### src/rtl/pipe_ctrl_pkg.sv
// Shared types for the pipeline sequencing controller: FSM state encoding,
// register-index width, hazard flag bundle and the operand-match helper.
package pipe_ctrl_pkg;

    localparam int REG_W = 5;

    typedef enum logic [1:0] {
        ST_RUN   = 2'd0,
        ST_WAIT  = 2'd1,
        ST_FAULT = 2'd2
    } ctrl_state_t;

    typedef struct packed {
        logic load_use;
        logic br_ex;
        logic br_ld_mem;
    } hazard_t;

    // x0 never creates a dependency, so it is excluded from every match.
    function automatic logic reg_hit(
        input logic             use_rs,
        input logic [REG_W-1:0] rs,
        input logic             reg_we,
        input logic [REG_W-1:0] rd
    );
        return use_rs && (rs != '0) && reg_we && (rd == rs);
    endfunction

endpackage

### src/rtl/hazard_detect.sv
// Purpose: flags ID-stage hazards that forwarding cannot cover (load-use, branch operands).
// Latency: purely combinational, same cycle.
// Backpressure: none; consumer decides how to stall on the flags.
module hazard_detect
    import pipe_ctrl_pkg::*;
(
    input  logic [REG_W-1:0] id_rs1,
    input  logic [REG_W-1:0] id_rs2,
    input  logic             id_use_rs1,
    input  logic             id_use_rs2,
    input  logic             id_branch,
    input  logic             id_jalr,
    input  logic [REG_W-1:0] ex_rd,
    input  logic             ex_reg_we,
    input  logic             ex_mem_read,
    input  logic [REG_W-1:0] mem_rd,
    input  logic             mem_reg_we,
    input  logic             mem_mem_read,
    output hazard_t          hz
);

    logic ex_hit;
    logic mem_hit;
    logic id_ctl;

    assign ex_hit  = reg_hit(id_use_rs1, id_rs1, ex_reg_we, ex_rd)
                   | reg_hit(id_use_rs2, id_rs2, ex_reg_we, ex_rd);
    assign mem_hit = reg_hit(id_use_rs1, id_rs1, mem_reg_we, mem_rd)
                   | reg_hit(id_use_rs2, id_rs2, mem_reg_we, mem_rd);
    assign id_ctl  = id_branch | id_jalr;

    // Branch compare sits in ID, so even an ALU result in EX is too late;
    // a load in MEM is too late as well, giving the two-cycle load->branch stall.
    assign hz.load_use  = ex_mem_read & ex_hit;
    assign hz.br_ex     = id_ctl & ~ex_mem_read & ex_hit;
    assign hz.br_ld_mem = id_ctl & mem_mem_read & mem_hit;

endmodule

### src/rtl/pipe_ctrl.sv
// Purpose: 5-stage pipeline stall/freeze/flush sequencing with dmem timeout fault; PIPE_CTRL_PERF_EN adds perf counters.
// Latency: all enables/flushes combinational from current inputs and registered FSM state.
// Backpressure: dmem not ready freezes PC..EX/MEM and bubbles MEM/WB; timeout locks into FAULT until reset.
module pipe_ctrl
    import pipe_ctrl_pkg::*;
#(
    parameter int MEM_TIMEOUT = 16,
    parameter int CNT_W       = 8
) (
    input  logic             clk,
    input  logic             rst_n,
    input  logic [REG_W-1:0] id_rs1,
    input  logic [REG_W-1:0] id_rs2,
    input  logic             id_use_rs1,
    input  logic             id_use_rs2,
    input  logic             id_branch,
    input  logic             id_jalr,
    input  logic             id_take,
    input  logic [REG_W-1:0] ex_rd,
    input  logic             ex_reg_we,
    input  logic             ex_mem_read,
    input  logic [REG_W-1:0] mem_rd,
    input  logic             mem_reg_we,
    input  logic             mem_mem_read,
    input  logic             dmem_req,
    input  logic             dmem_ready,
    output logic             pc_we,
    output logic             if_id_we,
    output logic             id_ex_we,
    output logic             ex_mem_we,
    output logic             if_id_flush,
    output logic             id_ex_flush,
    output logic             mem_wb_flush,
    output logic             mem_fault,
    output logic [1:0]       ctrl_state
`ifdef PIPE_CTRL_PERF_EN
    ,
    output logic [31:0]      perf_stall_cnt,
    output logic [31:0]      perf_freeze_cnt,
    output logic [31:0]      perf_flush_cnt
`endif
);

    localparam logic [CNT_W-1:0] CNT_LAST = CNT_W'(MEM_TIMEOUT - 1);

    ctrl_state_t      state, state_nxt;
    logic [CNT_W-1:0] wait_cnt, wait_cnt_nxt;
    hazard_t          hz;
    logic             hazard;
    logic             miss;
    logic             live;
    logic             freeze;

    hazard_detect u_hazard_detect (
        .id_rs1       (id_rs1),
        .id_rs2       (id_rs2),
        .id_use_rs1   (id_use_rs1),
        .id_use_rs2   (id_use_rs2),
        .id_branch    (id_branch),
        .id_jalr      (id_jalr),
        .ex_rd        (ex_rd),
        .ex_reg_we    (ex_reg_we),
        .ex_mem_read  (ex_mem_read),
        .mem_rd       (mem_rd),
        .mem_reg_we   (mem_reg_we),
        .mem_mem_read (mem_mem_read),
        .hz           (hz)
    );

    assign hazard = |hz;
    assign miss   = dmem_req & ~dmem_ready;
    assign live   = rst_n & (state != ST_FAULT);
    assign freeze = live & miss;

    always_ff @(posedge clk or negedge rst_n) begin
        if (!rst_n) begin
            state    <= ST_RUN;
            wait_cnt <= '0;
        end else begin
            state    <= state_nxt;
            wait_cnt <= wait_cnt_nxt;
        end
    end

    always_comb begin
        state_nxt    = state;
        wait_cnt_nxt = wait_cnt;
        case (state)
            ST_RUN: begin
                if (miss) begin
                    state_nxt    = ST_WAIT;
                    wait_cnt_nxt = CNT_W'(1);
                end
            end
            ST_WAIT: begin
                // Release cycle returns to RUN; it is not itself frozen.
                if (dmem_ready) begin
                    state_nxt    = ST_RUN;
                    wait_cnt_nxt = '0;
                end else if (wait_cnt == CNT_LAST) begin
                    state_nxt = ST_FAULT;
                end else begin
                    wait_cnt_nxt = wait_cnt + CNT_W'(1);
                end
            end
            ST_FAULT: state_nxt = ST_FAULT;
            default:  state_nxt = ST_RUN;
        endcase
    end

    always_comb begin
        pc_we        = 1'b1;
        if_id_we     = 1'b1;
        id_ex_we     = 1'b1;
        ex_mem_we    = 1'b1;
        if_id_flush  = 1'b0;
        id_ex_flush  = 1'b0;
        mem_wb_flush = 1'b0;
        mem_fault    = 1'b0;
        if (!rst_n) begin
            pc_we        = 1'b0;
            if_id_we     = 1'b0;
            id_ex_we     = 1'b0;
            ex_mem_we    = 1'b0;
            if_id_flush  = 1'b1;
            id_ex_flush  = 1'b1;
            mem_wb_flush = 1'b1;
        end else if (state == ST_FAULT) begin
            pc_we        = 1'b0;
            if_id_we     = 1'b0;
            id_ex_we     = 1'b0;
            ex_mem_we    = 1'b0;
            mem_wb_flush = 1'b1;
            mem_fault    = 1'b1;
        end else if (miss) begin
            pc_we        = 1'b0;
            if_id_we     = 1'b0;
            id_ex_we     = 1'b0;
            ex_mem_we    = 1'b0;
            mem_wb_flush = 1'b1;
        end else if (hazard) begin
            // Branch stays in ID, so id_take is seen again once the stall clears.
            pc_we       = 1'b0;
            if_id_we    = 1'b0;
            id_ex_flush = 1'b1;
        end else if (id_take) begin
            if_id_flush = 1'b1;
        end
    end

    assign ctrl_state = state;

`ifdef PIPE_CTRL_PERF_EN
    logic stall_path;
    logic redir_path;

    assign stall_path = live & ~miss & hazard;
    assign redir_path = live & ~miss & ~hazard & id_take;

    always_ff @(posedge clk or negedge rst_n) begin
        if (!rst_n) begin
            perf_stall_cnt  <= '0;
            perf_freeze_cnt <= '0;
            perf_flush_cnt  <= '0;
        end else begin
            if (stall_path) perf_stall_cnt  <= perf_stall_cnt + 32'd1;
            if (freeze)     perf_freeze_cnt <= perf_freeze_cnt + 32'd1;
            if (redir_path) perf_flush_cnt  <= perf_flush_cnt + 32'd1;
        end
    end
`else
    logic unused_perf;
    assign unused_perf = freeze;
`endif

endmodule

### config.mk
export PLATFORM = sky130hd
export DESIGN_NAME = pipe_ctrl
export DESIGN_NICKNAME = d
export VERILOG_FILES = /design/src/rtl/pipe_ctrl_pkg.sv /design/src/rtl/hazard_detect.sv /design/src/rtl/pipe_ctrl.sv
export SDC_FILE = /design/constraint.sdc
export NUM_CORES = 1
export LEC_CHECK = 0
export CAP_MARGIN = 15
export CORE_ASPECT_RATIO = 0.7
export CORE_MARGIN = 3
export CORE_UTILIZATION = 44
export DETAILED_ROUTE_END_ITERATION = 8
export PLACE_DENSITY = 0.85
export SKIP_CTS_REPAIR_TIMING = 1
export SLEW_MARGIN = 30
export SYNTH_ARGS = -nofsm -noshare
export SYNTH_HDL_FRONTEND = slang
export SYNTH_SLANG_ARGS = --single-unit
### constraint.sdc
create_clock -name clk -period 4.4 [get_ports clk]
set_input_delay 1.32 -clock clk [delete_from_list [all_inputs] [get_ports clk]]
set_output_delay 1.32 -clock clk [all_outputs]
set_load 0.05 [all_outputs]
# Word-level counts from Yosys, hierarchy flattened
# Index checks and enable logic that the tools add are counted.
[word_totals]
out_inout_bits = 10
input_bits = 33
regBits = 10
wordCells = 70
[classes]
n_eq_ne = 10
bitwise = 11
muxes = 29
reduce_logical = 17
add_sub_neg = 1
[ops]
columns = ["cell", "count"]
rows = [
  ["$mux 8", 3],
  ["$mux 1", 21],
  ["$eq 5x5->1", 4],
  ["$pmux 8 s2", 1],
  ["$logic_and 1x1->1", 10],
  ["$reduce_bool 5->1", 2],
  ["$add 8x1->8 const B", 1],
  ["$eq 8x4->1 const B", 1],
  ["$and 1x1->1", 6],
  ["$mux 2", 3],
  ["$ne 3x3->1 const B", 2],
  ["$pmux 2 s3", 1],
  ["$or 1x1->1", 3],
  ["$reduce_and 3->1", 1],
  ["$reduce_or 3->1", 1],
  ["$eq 2x1->1 const B", 1],
  ["$eq 2x2->1 const B", 1],
  ["$logic_not 2->1", 1],
  ["$ne 2x2->1 const B", 1],
  ["$not 1->1", 2],
  ["$reduce_and 2->1", 1],
  ["$reduce_bool 2->1", 1],
]

# Longest topological paths before layout
# Gate-level depths: netlist of the first run.
[depth]
ltp_word = 11
ltp_mapped = 6
mapped_depth_nobuf = 6

# By module
# A second synthesis of the first run with hierarchy kept.
[hier_totals]
hier_cells = 108
area_unflattened_um2 = 943.4
[by_module_without_submodules]
columns = ["module", "cells_each", "seq_area_each_um2", "n_inst", "area_each_um2"]
rows = [
  ["pipe_ctrl", 71, 250.2, 1, 636.9],
  ["hazard_detect", 37, 0.0, 1, 306.5],
]

# Worst setup path after synthesis of the first run
# Ideal clock, no wire load.
[synth_timing]
kind = "input port to output port"
startpoint = "input id_rs1[1]"
endpoint = "output pc_we"
path_buffers = 1
setup_slack_ns = -0.596
t_arrival_ns = 3.676
t_required_ns = 3.080
path_stages = 6
cell_sequence = "or4_1 -> o21ai_1 -> nand4b_1 -> a21boi_1 -> nor3_1 -> buf_4"
[synth_between]
elab_chain_cells = 11
word_cells_on_any_way = 18
classes_between = "eq/ne: 2; mux: 4; bitwise: 5; reduce/logical: 7"
[synth_rtl]
columns = ["item", "line_no", "rtl"]
rows = [
  ["start: declaration", "pipe_ctrl.sv:12", "input logic [REG_W-1:0] id_rs1,"],
  ["$reduce_bool 5->1", "pipe_ctrl_pkg.sv:26", "return use_rs && (rs != '0) && reg_we && (rd == rs);"],
  ["$logic_and 1x1->1 (3 in series)", "pipe_ctrl_pkg.sv:26", ""],
  ["$or 1x1->1 (on tied branches)", "hazard_detect.sv:29, hazard_detect.sv:27", ""],
  ["$and 1x1->1 (on tied branches)", "hazard_detect.sv:36, hazard_detect.sv:34, hazard_detect.sv:35", ""],
  ["$reduce_or 3->1 (*)", "pipe_ctrl.sv:70", "assign hazard = |hz;"],
  ["$mux 1 (*) (4 in series)", "n/a", ""],
  ["end: declaration", "pipe_ctrl.sv:27", "output logic pc_we,"],
]
# Every way passes the cells marked *; elsewhere a longest branch is shown, timed or not.

# Final worst setup path of the first run
[layout_timing]
startpoint = "input ex_rd[2]"
endpoint = "output if_id_flush"
[layout_between]
elab_chain_cells = 9
word_cells_on_any_way = 12
classes_between = "eq/ne: 2; mux: 4; bitwise: 3; reduce/logical: 3"
[layout_rtl]
columns = ["item", "line_no", "rtl"]
rows = [
  ["start: declaration", "pipe_ctrl.sv:19", "input logic [REG_W-1:0] ex_rd,"],
  ["$eq 5x5->1", "pipe_ctrl_pkg.sv:26", ""],
  ["$logic_and 1x1->1", "pipe_ctrl_pkg.sv:26", ""],
  ["$or 1x1->1 (*)", "hazard_detect.sv:27", "| reg_hit(id_use_rs2, id_rs2, ex_reg_we, ex_rd);"],
  ["$and 1x1->1 (on tied branches)", "hazard_detect.sv:35, hazard_detect.sv:34", ""],
  ["$reduce_or 3->1 (*)", "pipe_ctrl.sv:70", ""],
  ["$mux 1 (*)", "pipe_ctrl.sv:141", "end else if (hazard) begin"],
  ["$mux 1 (*)", "pipe_ctrl.sv:135", "end else if (miss) begin"],
  ["$mux 1 (*)", "pipe_ctrl.sv:128", "end else if (state == ST_FAULT) begin"],
  ["$mux 1 (*)", "pipe_ctrl.sv:120", "if (!rst_n) begin"],
  ["end: declaration", "pipe_ctrl.sv:31", "output logic if_id_flush,"],
]
# Marks and branches as above.

==> summary.md, run 1 <==
| Metric | Value |
|---|---|
| Register bit count reported by yosys | `10` |
| Syn Nets | `142` |
| Post-layout min period | `4350 ps` |
| Antenna-violating nets left | `0` |
| Vias in the first global route | `1091` |
| Layout cell share with drive strength beyond 1 | `25.3%` |
| Top_reg_cell synth | `dfrtp_1` |
| Worst EP arrival | `3030 ps` |
| Critical-path top delay cell | `clkdlybuf4s50_1` |
| Tot GR Track Use | `27.6%` |
| Die area | `0.00266 sq mm` |
| Die Height | `44.1 microns` |
| Final wirelength | `3780 microns` |
| Non-filler cells, final | `188` |
| I/O pin count | `43` |
| Worst Clk Skew | `1.80 ps` |
| Starting Density | `47.9%` |
| H-tree depth | `1` |
| Largest net degree at the start of global routing | `13` |
| Num CTS Buffers | `3` |
| CP Capture Type | `output port` |
| HP Start | `wait_cnt[1]$_DFFE_PN0P_` |
| Mapped Area | `911 sq um` |
| Crit-path cells | `clkdlybuf4s50_1 -> xor2_1 -> nor4_2 -> nand4b_1 -> a21boi_2 -> buf_4 -> o31ai_4 -> buf_12` |
| Post-Syn Instances | `108` |
| CTS tree | `yes` |
| Rows | `13` |
| Register area share after synthesis | `27.5%` |
| Global route total overflow | `0` |
| RR Startpoint | `ctrl_state[0]$_DFFE_PN0P_` |
| Most common cell after layout, fill and taps aside | `xor2_1` |
| PwrDens | `312 mW/mm^2` |
| Crit path largest cell delay | `440 ps` |
| Tightest Pin Transition | `533 ps` |
| Diodes inserted | `0` |
| Input/output buffers | `42` |
| Yosys cell types | `37` |
| Placed Cells incl. Taps | `182` |
| Most frequent cells in the layout | `xor2_1 (19), dlymetal6s2s_1 (18), clkdlybuf4s50_1 (16)` |
| Peak supply drop | `0.000337 V` |
| Root Driver | `clkbuf_4` |
| Clock Tree Buf Depth | `2` |
| Final core utilization | `88.1%` |
| First-pass GRT wire length | `5310 microns` |
| DPL Wire Length | `2700 microns` |
| # setup viols final | `0` |
| Syn Area/Cell | `8.43 sq um` |
| Critical Path Source Type | `input port` |
| Core footprint | `0.00190 sq mm` |
| Iter 0 DRT Violations | `126` |
| Final net count | `201` |
| Layout overhead on the synthesized area | `84.1%` |
| Hold WS | `563 ps` |
| Setup TNS | `0 ps` |
| Crit path launch | `ex_rd[2]` |
| DR vias/cell | `6.22` |
| Slew HR | `64.1%` |
| DR vias | `1169` |
| EDFF count, synth | `0` |
| Initial antenna violation count | `0` |
| Worst-path maximum fanout | `2` |
| Routed wire per std cell | `20.1 microns` |
| Slew Limit Fails | `0` |
| WS Path Type | `in2out` |
| Asr flop ratio synth | `100%` |
| WP data required | `3080 ps` |
| Die W | `60.4 microns` |
| Worst Hold Class | `reg2reg` |
| Period utilization | `99.0%` |
| GPL Wtd Cong | `0.800` |
| Worst-path clk slew | `70 ps` |
| Fmax | `230 MHz` |
| DR pass1 iterations | `5` |
| # clock sinks | `10` |
| LEAKAGE | `0.000846 uW` |
| Clk Latency, worst-skew pair | `280 ps` |
| DRC | `0` |
| Max-cap violations | `0` |
| Hold Vio Cnt, Final | `0` |
| Outcome | `finished, final reports clean` |
| Warnings, synthesis | `0` |
## registers in the layout (all words and copies together) (netlist names)
signal,cells
ctrl_state,2
wait_cnt,8
## critical path: cells and delay by family
family / cells / cell delay (ps)
AO/OA/AOI/OAI: 2 / 290
AND/OR/NAND/NOR: 2 / 520
buffers and inverters: 3 / 750
XOR/XNOR: 1 / 160
## stage by stage
stage                     setup slack, ps  cell area, sq um  total power [uW]
final                                45.0              1680               524
after global routing                -47.7              1680               545
after global placement               -172              1530               409
after CTS                            -244              1560               506
after floorplan                      -126               921               283
after detailed placement             -239              1530               420
## layer usage
metal	routed length [microns]	GRT usage, %	vias to the layer above
met1	1430	37.5	541
met3	416	7.58	20
met2	1790	42.7	103
met4	138	9.29	0
li1	-	-	505
met5	0	0	-
## worst paths after layout
kind | endpoint | slack (ps) | cells after the start
max in group asynchronous | ctrl_state[1]$_DFFE_PN0P_ | 2750 | 2
setup / recovery | if_id_flush | 50 | 8
hold / removal | wait_cnt[1]$_DFFE_PN0P_ | 560 | 1
hold reg to reg | wait_cnt[1]$_DFFE_PN0P_ | 560 | 1
min in group asynchronous | wait_cnt[5]$_DFFE_PN0P_ | 1510 | 2
setup reg to reg | wait_cnt[3]$_DFFE_PN0P_ | 2470 | 5
## synth_stat cells, types with 3 or more instances
cell,n,area (sq um)
xor2_1,19,166
nor2_1,14,52.6
dfrtp_1,10,250
nand2_1,8,30.0
xnor2_1,7,61.3
nor4_1,4,25.0
a21oi_1,3,15.0
inv_1,3,11.3
nor3_1,3,15.0
o21ai_1,3,15.0
## final cells by class
class	count	area, sq um
Multi-Input combinational cell	92	693
Timing Repair Buffer	57	658
Sequential cell	10	250
Fill cell	95	226
Clock buffer	4	36.3
Tap cell	22	27.5
Inverter	3	11.3
## logic make-up after synthesis
group | Yosys count | share of synthesized area [%]
multiplexers | 1 | 1.24
AND/OR/NAND/NOR | 46 | 26.9
buffers and inverters | 6 | 3.43
adder cells (fa/ha/maj) | 1 | 1.37
XOR/XNOR | 26 | 25.0
flip-flops | 10 | 27.5
AO/OA/AOI/OAI | 18 | 14.6
## report_power, final
group / switching, uW / internal [uW]
Combinational: 171 / 133
Clock: 35.6 / 50.5
Sequential: 25.9 / 108
Total: 233 / 291
Power figures use the tool's default switching activity.
==> inputs of run 2 (changes only) <==
--- a/config.mk
+++ b/config.mk
@@ -5,10 +5,11 @@
 export SDC_FILE = /design/constraint.sdc
 export NUM_CORES = 1
 export LEC_CHECK = 0
+export ABC_AREA = 1
 export CAP_MARGIN = 15
 export CORE_ASPECT_RATIO = 0.7
 export CORE_MARGIN = 3
-export CORE_UTILIZATION = 44
+export CORE_UTILIZATION = 47
 export DETAILED_ROUTE_END_ITERATION = 8
 export PLACE_DENSITY = 0.85
 export SKIP_CTS_REPAIR_TIMING = 1
==> run 2 against run 1 <==
Net effect:
- non-clock buffer count shrank 14
- total power shrank 0.30%
- critical path depth grew 4
- sequential power shrank 5%
- fmax grew 4.0%
- utilization shrank 6.5 points
- cell area shrank 1.9%
- combinational power grew 9.2%
- setup slack gained 170 ps
- sequential cell count is the same
- wire length shrank 12%
- count of clock-buffer cells in the layout shrank 1
- critical path type unchanged
- highest routed layer unchanged
==> summary.md, run 2 <==
| Metric | Value |
|---|---|
| R2R Setup Slk | `2790 ps (+320 ps)` |
| Worst R2R End | `wait_cnt[5]$_DFFE_PN0P_` |
| Pre-CTS WS | `247 ps (+486 ps)` |
| Core footprint | `0.00202 sq mm (+6.0%)` |
| Register area share after synthesis | `22.9% (-4.6 points)` |
| Initial antenna violation count | `0 (unchanged)` |
| Crit-path leading delay family | `simple AND/OR/NAND/NOR gates` |
| Commonest cells in the netlist | `nand2_1 (58), inv_1 (34), nor2_1 (23)` |
| Sequential share of power | `24.4% (-1.1 points)` |
| H-tree depth | `1 (unchanged)` |
| Largest Register | `wait_cnt` |
| Hold path depth | `1 (unchanged)` |
| Ranking of synthesized cells by area | `dfrtp_1 (23%), nand2_1 (20%), inv_1 (12%), nor2_1 (7.9%), nand3_1 (7.3%)` |
| Top_reg_cell synth | `dfrtp_1` |
| Clk Latency, worst-skew pair | `270 ps (about the same)` |
| CTS tree | `yes` |
| Worst R2R Path Depth | `9 (+4)` |
| Non-filler cells, final | `258 (+37%)` |
| Iter 0 DRT Violations | `75 (-40%)` |
| Max-cap violations | `0 (unchanged)` |
| Antenna-violating nets left | `0 (unchanged)` |
| WS Path Type | `in2out` |
| Area leader, netlist | `dfrtp_1` |
| Worst-path clk slew | `60 ps (about the same)` |
| Crit path largest cell delay | `540 ps (+100 ps)` |
| Period utilization | `95.2% (-3.8 points)` |
| Worst Clk Skew | `1.47 ps (-0.331 ps)` |
| Power share of the clock group | `12.0% (-4.4 points)` |
| First-pass GRT wire length | `5380 microns (+1.3%)` |
| Critical-path top delay cell | `clkdlybuf4s50_1` |
| Clock Tree Buf Depth | `2 (unchanged)` |
| Warnings, synthesis | `0 (unchanged)` |
| DR vias | `1324 (+13%)` |
| Largest register FFs | `8 (unchanged)` |
| CP Capture Type | `output port` |
| Final core utilization | `81.6% (-6.5 points)` |
| DR pass1 iterations | `5 (unchanged)` |
| Post-layout min period | `4190 ps (-167 ps)` |
| Switching Share | `48.1% (+3.7 points)` |
| Most numerous cell in the Yosys netlist | `nand2_1` |
| WP data required | `3080 ps (about the same)` |
| RSZ-0062 raised after global routing | `no` |
| Critical Path Source Type | `input port` |
| Starting Density | `54.3% (+6.4 points)` |
| Filler cells | `144 (+52%)` |
| GPL Wtd Cong | `0.925 (+16%)` |
| Min-Delay Endpoint | `ctrl_state[0]$_DFFE_PN0P_` |
| DR vias/cell | `5.13 (-17%)` |
| Setup TNS | `0 ps (unchanged)` |
| Die Height | `46.4 microns (+5.3%)` |
| Gate power share | `63.6% (+5.5 points)` |
| I/O pin count | `43 (unchanged)` |
| Crit-path cells | `clkdlybuf4s50_1 -> inv_1 -> nand2_1 -> nand3_1 -> nor2_1 -> nand3_1 -> nand2_1 -> nand2_1 -> nand2_1 -> nand2_1 -> nand2_1 -> buf_12` |
| Setup ws final | `212 ps (+167 ps)` |
| Diodes inserted | `0 (unchanged)` |
| Most common cell after layout, fill and taps aside | `nand2_1` |
| Sequential cell area | `250 sq um (unchanged)` |
| Input/output buffers | `42 (unchanged)` |
| Routed wire per std cell | `12.9 microns (-36%)` |
| # clock sinks | `10 (unchanged)` |
| Multi-input logic area | `704 sq um (+1.6%)` |
| Buffer and inverter count on the worst path | `3 (unchanged)` |
| Global route total overflow | `0 (unchanged)` |
| Power Internal | `271 uW (-6.9%)` |
| Layout cell share with drive strength beyond 1 | `12.3% (-13 points)` |
| PwrDens | `317 mW/mm^2 (+1.6%)` |
| Asr flop ratio synth | `100% (unchanged)` |
| Slew Limit Fails | `0 (unchanged)` |
| Worst EP arrival | `2870 ps (-160 ps)` |
| Slew HR | `66.9% (+2.9 points)` |
| LEAKAGE | `0.000827 uW (-2.3%)` |
| Largest net degree at the start of global routing | `13 (unchanged)` |
| HP Start | `ctrl_state[0]$_DFFE_PN0P_` |
| Tightest Pin Transition | `495 ps (-38.7 ps)` |
| EDFF count, synth | `0 (unchanged)` |
| Rows | `13 (unchanged)` |
| DRC | `0 (unchanged)` |
| Register bit count reported by yosys | `10 (unchanged)` |
| Most frequent CP cell | `nand2_1` |
| Post-Syn Instances | `184 (+70%)` |
| Syn Nets | `218 (+54%)` |
| Peak supply drop | `0.000219 V (-35%)` |
| Placed Cells incl. Taps | `255 (+40%)` |
| Die area | `0.00295 sq mm (+11%)` |
| CP Depth | `12 (+4)` |
| DPL Wire Length | `2820 microns (+4.7%)` |
| Outcome | `finished, final reports clean` |
| Worst-path maximum fanout | `4 (+2)` |
| Top cell type's share of synthesized area | `22.9% (-4.6 points)` |
| Yosys cell types | `27 (-27%)` |
| Num CTS Buffers | `3 (unchanged)` |
| Worst Hold Class | `reg2reg` |
| Mapped Area | `0.00109 sq mm (+20%)` |
| Vias in the first global route | `1225 (+12%)` |
| Final net count | `264 (+31%)` |
| Most frequent cells in the layout | `nand2_1 (58), inv_1 (34), clkdlybuf4s50_1 (34)` |
| Hold Vio Cnt, Final | `0 (unchanged)` |
| # setup viols final | `0 (unchanged)` |
| Root Driver | `clkbuf_4` |
| RR Startpoint | `wait_cnt[0]$_DFFE_PN0P_` |
| Fmax | `239 MHz (+4.0%)` |
| Die W | `63.7 microns (+5.5%)` |
| Layout overhead on the synthesized area | `50.3%` |
| Syn Area/Cell | `5.95 sq um (-29%)` |
| Final wirelength | `3330 microns (-12%)` |
| Switching power | `251 uW (+7.9%)` |
| Tot GR Track Use | `24.3% (-3.4 points)` |
## run 2: power groups by stage
| stage | registers [uW] | logic [uW] | clock network [uW] |
|---|---|---|---|
| finish | 127 | 332 | 62.7 |
| global route | 129 | 353 | 70.1 |
| CTS | 126 | 332 | 63.7 |
| detailed placement | 128 | 330 | 0 |
| global placement | 126 | 323 | 0 |
| floorplan | 148 | 176 | 0 |
## run 2: through the flow
stage,instance area (sq um),total power [uW],hold slack (ps)
floorplan,1100,325,486
global placement,1620,449,493
detailed placement,1620,458,504
CTS,1650,522,513
global route,1650,553,536
finish,1650,522,518
## run 2: logic make-up (layout without fill, tap and decap cells)
logic type	count (synthesis)	after routing	share of synthesized area (%)
and+or+nand+nor	110	110	46.6
buffers and inverters	38	82	13.7
AOI/OAI and AO/OA	20	20	11.7
DFF	10	10	22.9
xor gates and xnor gates	5	5	4.00
adders and majority gates	1	1	1.14
## run 2: final cells by class
type                            count  area share [%]
Multi-Input combinational cell    136            42.8
Timing Repair Buffer               43            30.1
Sequential cell                    10            15.2
Inverter                           36            8.21
Tap cell                           30            2.28
Clock buffer                        3            1.37
## run 2: worst register-to-register path: cells and delay by family, from the launching register on
family / cells / cell delay, ps
compound gates: 1 / 140
flops: 1 / 420
fa+ha+maj: 1 / 250
simple gates: 7 / 690
## run 2: how the worst max path moves through the flow
stage	startpoint	end	slack, ps
detailed placement	id_rs2[0]	id_ex_flush	250
global placement	id_rs1[0]	id_ex_flush	300
global route	ex_rd[1]	id_ex_flush	10
finish	id_rs2[0]	id_ex_flush	210
floorplan	dmem_ready	pc_we	30
CTS	id_rs2[0]	id_ex_flush	240
## run 2: layer usage
layer,global-route usage (%),routed length [microns],up-vias
met3,7.80,300,8
li1,-,-,656
met1,28.7,1440,592
met4,6.87,54,0
met2,43.4,1540,68
met5,0,0,-
